File: src/rtl/pipe_ctrl_pkg.sv
`default_nettype none
// ============================================================================
//  Module   : pipe_ctrl_pkg
//  Purpose  : Shared types and constants for the pipeline hazard controller.
//  Revision : 1.0 - initial release
// ============================================================================
package pipe_ctrl_pkg;

  // Register index width of the integer register file
  localparam int REG_IDX_W = 5;

  // x0 is hard-wired to zero, so it never carries a dependency
  localparam logic [REG_IDX_W-1:0] ZERO_REG = '0;

  // Sequencer states
  typedef enum logic [0:0] {
    RUN      = 1'b0,
    WAIT_MEM = 1'b1
  } pipe_state_t;

endpackage
`default_nettype wire

File: src/rtl/pipe_hazard_wait_timer.sv
`default_nettype none
// ============================================================================
//  Module   : pipe_hazard_wait_timer
//  Purpose  : Counts cycles spent waiting on data memory, flags expiry at
//             MEM_TIMEOUT stall cycles and keeps a sticky timeout error.
//  Revision : 1.0 - initial release
// ============================================================================
module pipe_hazard_wait_timer
  import pipe_ctrl_pkg::*;
#(
  parameter int MEM_TIMEOUT = 16,
  parameter int CNT_W       = 16
) (
  input  logic clk_i,
  input  logic rst_i,
  input  logic start_i,    // RUN-state access that did not complete
  input  logic waiting_i,  // sequencer sits in WAIT_MEM
  input  logic ready_i,    // memory completes this cycle
  output logic expired_o,  // last permitted wait cycle passed with no ready
  output logic err_o
);

  // The stall cycle that starts the wait counts as cycle 1
  localparam logic [CNT_W-1:0] c_LAST = CNT_W'(MEM_TIMEOUT - 1);

  logic [CNT_W-1:0] r_count;
  logic             r_err;

  assign expired_o = waiting_i & ~ready_i & (r_count == c_LAST);
  assign err_o     = r_err;

  // Wait counter and sticky timeout flag
  always_ff @(posedge clk_i) begin
    if (rst_i) begin
      r_count <= '0;
      r_err   <= 1'b0;
    end else if (start_i) begin
      r_count <= CNT_W'(1);
    end else if (waiting_i) begin
      if (ready_i || expired_o) begin
        r_count <= '0;
      end else begin
        r_count <= r_count + 1'b1;
      end
      if (expired_o) begin
        r_err <= 1'b1;
      end
    end
  end

endmodule
`default_nettype wire

File: src/rtl/pipe_hazard_ctrl.sv
`default_nettype none
// ============================================================================
//  Module   : pipe_hazard_ctrl
//  Purpose  : Pipeline sequencing controller for the 5-stage core. Produces
//             PC / IF-ID / ID-EX / EX-MEM enables, flushes and bubbles for
//             load-use hazards, taken branches and data-memory waits.
//  Options  : PIPE_HAZARD_PERF_EN adds saturating stall / flush counters.
//  Revision : 1.0 - initial release
// ============================================================================
module pipe_hazard_ctrl
  import pipe_ctrl_pkg::*;
#(
  parameter int MEM_TIMEOUT = 16,
  parameter int CNT_W       = 16
) (
  input  logic                 clk_i,
  input  logic                 rst_i,
  input  logic                 id_valid_i,
  input  logic [REG_IDX_W-1:0] id_rs1_i,
  input  logic [REG_IDX_W-1:0] id_rs2_i,
  input  logic                 id_use_rs2_i,
  input  logic                 ex_valid_i,
  input  logic                 ex_memread_i,
  input  logic [REG_IDX_W-1:0] ex_rsd_i,
  input  logic                 ex_branch_taken_i,
  input  logic                 mem_req_i,
  input  logic                 mem_ready_i,
  output logic                 pc_write_o,
  output logic                 ifid_write_o,
  output logic                 ifid_flush_o,
  output logic                 idex_write_o,
  output logic                 idex_bubble_o,
  output logic                 exmem_write_o,
  output logic                 stall_o,
  output logic                 err_o
`ifdef PIPE_HAZARD_PERF_EN
  ,
  output logic [31:0]          stall_cnt_o,
  output logic [31:0]          flush_cnt_o
`endif
);

  pipe_state_t r_state;
  pipe_state_t w_next_state;

  logic w_load_use;
  logic w_mem_stall;
  logic w_timer_start;
  logic w_timer_expired;

  // A load in EX feeding a source operand of the instruction in ID
  assign w_load_use = ex_valid_i & ex_memread_i & (ex_rsd_i != ZERO_REG) & id_valid_i &
                      ((ex_rsd_i == id_rs1_i) | (id_use_rs2_i & (ex_rsd_i == id_rs2_i)));

  // An access that does not finish in its first cycle freezes the pipe
  assign w_mem_stall   = mem_req_i & ~mem_ready_i;
  assign w_timer_start = (r_state == RUN) & w_mem_stall;

  pipe_hazard_wait_timer #(
    .MEM_TIMEOUT (MEM_TIMEOUT),
    .CNT_W       (CNT_W)
  ) u_wait_timer (
    .clk_i     (clk_i),
    .rst_i     (rst_i),
    .start_i   (w_timer_start),
    .waiting_i (r_state == WAIT_MEM),
    .ready_i   (mem_ready_i),
    .expired_o (w_timer_expired),
    .err_o     (err_o)
  );

  // State register
  always_ff @(posedge clk_i) begin
    if (rst_i) begin
      r_state <= RUN;
    end else begin
      r_state <= w_next_state;
    end
  end

  // Next-state and pipeline control decode, memory wait first, then branch, then load-use
  always_comb begin
    w_next_state  = r_state;
    pc_write_o    = 1'b1;
    ifid_write_o  = 1'b1;
    ifid_flush_o  = 1'b0;
    idex_write_o  = 1'b1;
    idex_bubble_o = 1'b0;
    exmem_write_o = 1'b1;
    stall_o       = 1'b0;

    if (rst_i) begin
      // Load invalid entries everywhere while reset is applied
      ifid_flush_o  = 1'b1;
      idex_bubble_o = 1'b1;
    end else begin
      case (r_state)
        RUN: begin
          if (w_mem_stall) begin
            pc_write_o    = 1'b0;
            ifid_write_o  = 1'b0;
            idex_write_o  = 1'b0;
            exmem_write_o = 1'b0;
            stall_o       = 1'b1;
            w_next_state  = WAIT_MEM;
          end else if (ex_branch_taken_i) begin
            // ID holds a wrong-path instruction, so its hazard is irrelevant
            ifid_flush_o  = 1'b1;
            idex_bubble_o = 1'b1;
          end else if (w_load_use) begin
            // Hold PC and IF/ID one cycle, insert a single bubble into EX
            pc_write_o    = 1'b0;
            ifid_write_o  = 1'b0;
            idex_bubble_o = 1'b1;
            stall_o       = 1'b1;
          end
        end
        WAIT_MEM: begin
          // The exit cycle still holds every stage
          pc_write_o    = 1'b0;
          ifid_write_o  = 1'b0;
          idex_write_o  = 1'b0;
          exmem_write_o = 1'b0;
          stall_o       = 1'b1;
          if (mem_ready_i || w_timer_expired) begin
            w_next_state = RUN;
          end
        end
        default: begin
          w_next_state = RUN;
        end
      endcase
    end
  end

`ifdef PIPE_HAZARD_PERF_EN
  logic [31:0] r_stall_cnt;
  logic [31:0] r_flush_cnt;

  // Saturating performance counters for stall and flush cycles
  always_ff @(posedge clk_i) begin
    if (rst_i) begin
      r_stall_cnt <= '0;
      r_flush_cnt <= '0;
    end else begin
      if (stall_o && (r_stall_cnt != 32'hFFFF_FFFF)) begin
        r_stall_cnt <= r_stall_cnt + 32'd1;
      end
      if (ifid_flush_o && (r_flush_cnt != 32'hFFFF_FFFF)) begin
        r_flush_cnt <= r_flush_cnt + 32'd1;
      end
    end
  end

  assign stall_cnt_o = r_stall_cnt;
  assign flush_cnt_o = r_flush_cnt;
`endif

endmodule
`default_nettype wire

File: config.mk
export PLATFORM = sky130hd
export DESIGN_NAME = pipe_hazard_ctrl
export DESIGN_NICKNAME = d
export VERILOG_FILES = /design/src/rtl/pipe_ctrl_pkg.sv /design/src/rtl/pipe_hazard_wait_timer.sv /design/src/rtl/pipe_hazard_ctrl.sv
export SDC_FILE = /design/constraint.sdc
export NUM_CORES = 1
export LEC_CHECK = 0
export CAP_MARGIN = 10
export CELL_PAD_IN_SITES_DETAIL_PLACEMENT = 1
export CELL_PAD_IN_SITES_GLOBAL_PLACEMENT = 1
export CORE_MARGIN = 10
export CORE_UTILIZATION = 36
export CTS_CLUSTER_DIAMETER = 60
export CTS_CLUSTER_SIZE = 30
export DETAILED_ROUTE_END_ITERATION = 10
export PLACE_DENSITY_LB_ADDON = 0.1
export SETUP_SLACK_MARGIN = 0.3
export SLEW_MARGIN = 20
export SYNTH_ARGS = -nofsm -noshare
export SYNTH_HDL_FRONTEND = slang
export SYNTH_SLANG_ARGS = --single-unit
File: constraint.sdc
create_clock -name clk_i -period 5.5 [get_ports clk_i]
set_input_delay 1.1 -clock clk_i [delete_from_list [all_inputs] [get_ports clk_i]]
set_output_delay 1.1 -clock clk_i [all_outputs]
set_load 0.005 [all_outputs]
==> reports/summary.txt, run 1 <==
Most used routing layer = met2
N_diodes = 0
Vias = 1111
Clock Path Buffers = 2
CTS tree = yes
Largest net degree at the start of global routing = 19
CTS Hold Bufs = 0
Share of the synthesized area in the top cell type = 32.6%
FF+latch count, synth = 18
Slew @ Worst Pin = 878 ps
DR vias/cell = 5.61
CP peak stage delay = 540 ps
Top cells by count, synth = dfxtp_1 (18), xor2_1 (12), nand2_1 (11), nor2_1 (11), o21ai_0 (9)
DR iter-0 viols = 28
Overflow left after global routing = 0
Total CTS buffers = 3
Pwr/cell area = 183 mW/mm^2
Final hold violation count = 0
Utilization after layout = 48.5%
Wire per inst = 16.7 um
Number of flops mapped to enable cells by yosys = 0
Worst EP required = 4400 ps
# setup viols final = 0
CTS resizes = 0
Vias in the first global route = 1147
Setup TNS = 0 ps
Syn Area/Cell = 8.19 um^2
Routing usage on met2 = 22.5%
Syn Std Cell Area = 0.00111 mm^2
RR Endpoint = u_wait_timer.r_count[15]
Status = completed
CP max FO = 3
Final Critical Period = 4320 ps
Leak pwr = 0.518 nW
Placeable Area = 0.00300 mm^2
Most used flip-flop cell after synthesis = dfxtp_1
Net Sw Power = 0.0650 mW
Root Driver = clkbuf_4
Routed WL = 3.30 mm
Max-Cap Viols = 0
Initial Util = 36.8%
CP Launch Type = input port
FF-to-FF setup slack = 3300 ps
Reg-to-reg critical path startpoint = u_wait_timer.r_count[0]
Rows = 20
Hpwl dp = 2.75 mm
Slowest cell on crit path = clkdlybuf4s50_1
Number of setup buffers added after CTS = 0
H-tree Lvls = 1
FF-to-FF path depth = 6
Worst path most repeated cell = clkdlybuf4s50_1
YS warnings = 0
Reg power frac = 49.9%
Remaining DRCs = 0
Initial antenna violation count = 0
CP endpoint kind = primary output
Synthesized Nets = 160
Skew-Pair Late Insertion Delay = 290 ps
Worst min path class = reg -> reg
Drt pass-1 iters = 4
Worst hold path startpoint = u_wait_timer.err_o
Worst-path clk slew = 100 ps
Overall Power = 0.266 mW
GR Layer Usage met3 = 2.86%
Combinational Power Share = 19.0%
IO buf count = 31
Die Y = 75.4 um
Fraction of registers with async set/reset = 0%
Gp weighted congestion = 0.751
Worst Hold Depth = 2
Synth area leader = dfxtp_1
WHS Endpoint = u_wait_timer.err_o
GRT Total Usage = 12.1%
Clock power frac = 31.1%
I/O pin cnt = 32
Nets = 191
CP bufs+invs = 2
CP cell instances = clkdlybuf4s50_1 > xor2_1 > nor4_1 > a32oi_1 > or2_2 > a21oi_1 > clkdlybuf4s50_1
Clock sinks = 18
Layout cells sized above 1 = 6.67%
Internal power = 0.201 mW
Sequential cell area fraction in the yosys report = 32.6%
Filler cell count = 370
Worst rel slew slack = 41.0%
CP Data Arrival Time = 3220 ps
Worst VDD drop = 0.0000772 V
Count leader, synth = dfxtp_1
Yosys cell types = 39
CP Class = in -> out
Post-Syn Instances = 135
Final Max Slew Viols = 0
Final hold slack = 485 ps
RSZ-0062 raised after global routing = no
Met1 Use GR = 13.5%
Achievable Freq = 231 MHz
P&R area growth vs syn = 31.6%
First-pass GRT wire length = 5.44 mm
Synth top area cells = dfxtp_1 (33%), xor2_1 (9.5%), a31oi_1 (4.5%), o21ai_0 (4.1%), a21o_1 (4.1%)
Die width = 75.4 um
Switch share = 24.4%
Cell family with most CP delay = buffers and inverters
Max Clock Skew = 3.13 ps
Tcrit/Tclk final = 78.6%
Final ANT Viol Nets = 0
Die area = 0.00569 mm^2
[state kept, by name, indices dropped and copies added (netlist names)]
name                  cells
u_wait_timer.r_count     16
r_state                   1
u_wait_timer.err_o        1
[metrics by stage]
stage          cells  instance area [um^2]  setup slack (ps)
3_3_place_gp     194                  1420              1240
2_1_floorplan    135                  1110              2140
4_1_cts          198                  1460              1160
3_5_place_dp     194                  1420              1160
6_report         198                  1460              1180
5_1_grt          198                  1460              1000
[logic make-up after synthesis]
kind of cell	synth area share (%)
buf+inv	4.52
fa+ha+maj	1.13
xor+xnor	10.3
simple gates	28.4
compound gates	23.1
flops	32.6
[layer usage]
metal | vias to the layer above | routed length, um
li1 | 562 | -
met1 | 538 | 1320
met2 | 7 | 1890
met3 | 4 | 66
met4 | 0 | 22
met5 | - | 0
[area by class of cell]
type,count,area [um^2],share of cell area [%]
multi-input combinational,109,696,47.8
sequential,18,360,24.8
timing repair buffer,31,310,21.3
tap,33,41.3,2.84
clock buffer,4,36.3,2.49
inverter,3,11.3,0.774
[power by group through the flow]
stage / Combinational, mW / Sequential [mW] / Clock [mW]
6_report: 0.0505 / 0.133 / 0.0828
5_1_grt: 0.0563 / 0.133 / 0.0915
4_1_cts: 0.0511 / 0.133 / 0.0859
3_5_place_dp: 0.0507 / 0.136 / 0
3_3_place_gp: 0.0491 / 0.136 / 0
2_1_floorplan: 0.0227 / 0.135 / 0
[placed cells by master, fill, tap and decap left out, drive strengths merged]
| master | count |
|---|---|
| clkdlybuf4s50 | 31 |
| dfxtp | 18 |
| xor2 | 12 |
| nor2 | 11 |
| nand2 | 11 |
| o21ai | 10 |
| a21oi | 8 |
| a31oi | 8 |
| a21o | 6 |
| nor4 | 5 |
| nand3 | 4 |
| clkbuf | 4 |
| nor3 | 3 |
| inv | 3 |
| nand4 | 3 |
| and4 | 3 |
| or3 | 3 |
| or2 | 2 |
| and3 | 2 |
| a22oi | 2 |
| and2 | 2 |
| a22o | 2 |
| nand2b | 2 |
| or4 | 2 |
| nor2b | 1 |
| xnor2 | 1 |
| a32oi | 1 |
| o2111ai | 1 |
| a41oi | 1 |
| nand3b | 1 |
| o21a | 1 |
| ha | 1 |
[worst max-delay path by stage]
stage / startpoint / endpoint / slack, ps / cells past startpoint
3_5_place_dp: ex_rsd_i[4] / stall_o / 1160 / 7
2_1_floorplan: ex_rsd_i[4] / pc_write_o / 2140 / 6
4_1_cts: ex_rsd_i[4] / stall_o / 1160 / 7
3_3_place_gp: ex_rsd_i[4] / stall_o / 1240 / 7
5_1_grt: ex_rsd_i[4] / stall_o / 1000 / 7
6_report: ex_rsd_i[4] / stall_o / 1180 / 7
[tightest hold or removal path, delay by kind of cell (launching register included)]
kind             cells  cell delay (ps)
AND/OR/NAND/NOR      1               70
AO/OA/AOI/OAI        1               40
flip-flops           1              340
No activity file was read; power rests on OpenSTA's default activity.
==> run 2, diff against run 1 <==
--- a/config.mk
+++ b/config.mk
@@ -9,7 +9,7 @@
 export CELL_PAD_IN_SITES_DETAIL_PLACEMENT = 1
 export CELL_PAD_IN_SITES_GLOBAL_PLACEMENT = 1
 export CORE_MARGIN = 10
-export CORE_UTILIZATION = 36
+export CORE_UTILIZATION = 30
 export CTS_CLUSTER_DIAMETER = 60
 export CTS_CLUSTER_SIZE = 30
 export DETAILED_ROUTE_END_ITERATION = 10
==> constraint.sdc (replaced) <==
create_clock -name clk_i -period 3.95 [get_ports clk_i]
set_input_delay 0.79 -clock clk_i [delete_from_list [all_inputs] [get_ports clk_i]]
set_output_delay 0.79 -clock clk_i [all_outputs]
set_load 0.005 [all_outputs]
==> run 2 against run 1 <==
Effect of this change: worst hold slack improved by 5.5 ps; cell area rose by 4.9%; clock-buffer cell count did not move; utilization fell by 6.1 points; worst setup slack got worse by 800 ps; critical path type unchanged; highest routed layer unchanged.
==> reports/summary.txt, run 2 (synthesis gave the netlist of run 1 again) <==
Status = completed
PnR worst setup slack = 372 ps
Top reg by flops = u_wait_timer.r_count
Final hold violation count = 0
Vias = 1116
Final Critical Period = 3580 ps
Pwr/cell area = 269 mW/mm^2
WL met2 = 1.86 mm
Clock Path Buffers = 2
Largest net degree at the start of global routing = 19
GRT Total Usage = 10.1%
RSZ-0062 raised after global routing = yes
CP cell instances = clkdlybuf4s50_1 > xor2_1 > nor4_1 > a32oi_1 > or2_2 > a21o_1 > clkdlybuf4s50_1
DR iter-0 viols = 41
Cell family with most CP delay = buffers and inverters
Overflow left after global routing = 0
IO buf count = 31
CP bufs+invs = 2
I/O pin cnt = 32
Die width = 80.7 um
Final ANT Viol Nets = 0
Worst EP required = 3160 ps
Pre-CTS WS = 265 ps
Die Y = 80.7 um
Routed WL = 3.42 mm
Top sig layer = met4
Nets = 194
Vias in the first global route = 1180
Total CTS buffers = 3
CP Class = in -> out
N_diodes = 0
First-pass GRT wire length = 5.40 mm
# setup viols final = 0
Initial Util = 30.7%
Setup TNS = 0 ps
Leak pwr = 0.571 nW
CP Launch Type = input port
H-tree Lvls = 1
Most frequent cells in the layout = clkdlybuf4s50_1 (26), dfxtp_1 (18), xor2_1 (12)
Tcrit/Tclk final = 90.6%
Max-Cap Viols = 0
Achievable Freq = 279 MHz
Slowest cell on crit path = clkdlybuf4s50_1
Worst min path class = reg -> reg
Worst-path clk slew = 70 ps
P&R area growth vs syn = 38.0%
Skew-Pair Late Insertion Delay = 250 ps
Met3 Wirelength = 63 um
Gp weighted congestion = 0.766
CP peak stage delay = 480 ps
Max Clock Skew = 1.87 ps
Remaining DRCs = 0
Worst rel slew slack = 40.6%
Largest register FFs = 16
CP max FO = 3
Drt pass-1 iters = 4
CTS tree = yes
Clock sinks = 18
DRT met1 WL = 1.48 mm
Final Max Slew Viols = 0
Commonest non-fill, non-tap cell in the layout = clkdlybuf4s50_1
Placeable Area = 0.00361 mm^2
Root Driver = clkbuf_8
Slew @ Worst Pin = 885 ps
Initial antenna violation count = 0
CP Data Arrival Time = 2790 ps
Hpwl dp = 2.72 mm
CP endpoint kind = primary output
Layout cells sized above 1 = 9.52%
Worst path most repeated cell = clkdlybuf4s50_1
DR vias/cell = 5.17
Worst VDD drop = 0.000143 V
Rows = 22
Die area = 0.00652 mm^2
Wire per inst = 15.9 um
## run 2: final cells by class
| type | instances | area (um^2) |
|---|---|---|
| tap | 48 | 60.1 |
| multi-input combinational | 109 | 706 |
| timing repair buffer | 34 | 334 |
| fill | 437 | 2080 |
| sequential | 18 | 360 |
| clock buffer | 4 | 55.1 |
| inverter | 3 | 11.3 |
## run 2: per-layer routing
metal	track usage (%)	vias up
li1	-	563
met1	11.8	539
met2	18.0	10
met3	2.12	4
met4	2.60	0
met5	0	-
## run 2: timing repair
action / in CTS / in global routing
hold buffers: 0 / 0
setup buffers: 1 / 1
resized for setup: 3 / 4
setup endpoints to repair: 3 / 3
pin swaps: 1 / 1
## run 2: final timing paths
kind | start | end | slack [ps] | depth (start not counted)
max reg2reg | u_wait_timer.r_count[0] | u_wait_timer.r_count[12] | 1740 | 6
max | ex_rsd_i[0] | pc_write_o | 370 | 7
min reg2reg | u_wait_timer.err_o | u_wait_timer.err_o | 490 | 2
min | u_wait_timer.err_o | u_wait_timer.err_o | 490 | 2
## run 2: report_power, final
part / leakage, nW / internal (mW) / switching [mW]
registers: 0.145 / 0.183 / 0.00205
clock network: 0.0288 / 0.0886 / 0.0648
logic: 0.397 / 0.0416 / 0.0306
total: 0.571 / 0.313 / 0.0974
## run 2: worst reg2reg max path: cells and delay by family (launching register included)
family,cells,cell delay [ps]
DFF,1,350
adders and majority gates,1,240
and+or+nand+nor,3,1120
AOI/OAI and AO/OA,2,420
## run 2: per-stage QoR
| stage | cells | power [mW] | instance area [um^2] | hold slack (ps) | util [%] |
|---|---|---|---|---|---|
| 2_1_floorplan | 135 | 0.220 | 1110 | 439 | - |
| 3_3_place_gp | 210 | 0.259 | 1450 | 453 | 40.1 |
| 3_5_place_dp | 210 | 0.261 | 1450 | 477 | 40.1 |
| 4_1_cts | 215 | 0.416 | 1500 | 499 | 41.7 |
| 5_1_grt | 216 | 0.430 | 1530 | 516 | 42.3 |
| 6_report | 216 | 0.411 | 1530 | 490 | 42.3 |
==> run 3, diff against run 2 <==
--- a/config.mk
+++ b/config.mk
@@ -5,7 +5,6 @@
 export SDC_FILE = /design/constraint.sdc
 export NUM_CORES = 1
 export LEC_CHECK = 0
-export CAP_MARGIN = 10
 export CELL_PAD_IN_SITES_DETAIL_PLACEMENT = 1
 export CELL_PAD_IN_SITES_GLOBAL_PLACEMENT = 1
 export CORE_MARGIN = 10
==> results of run 3 <==
Same layout as run 2: the final DEF is identical, and so are final timing and power.
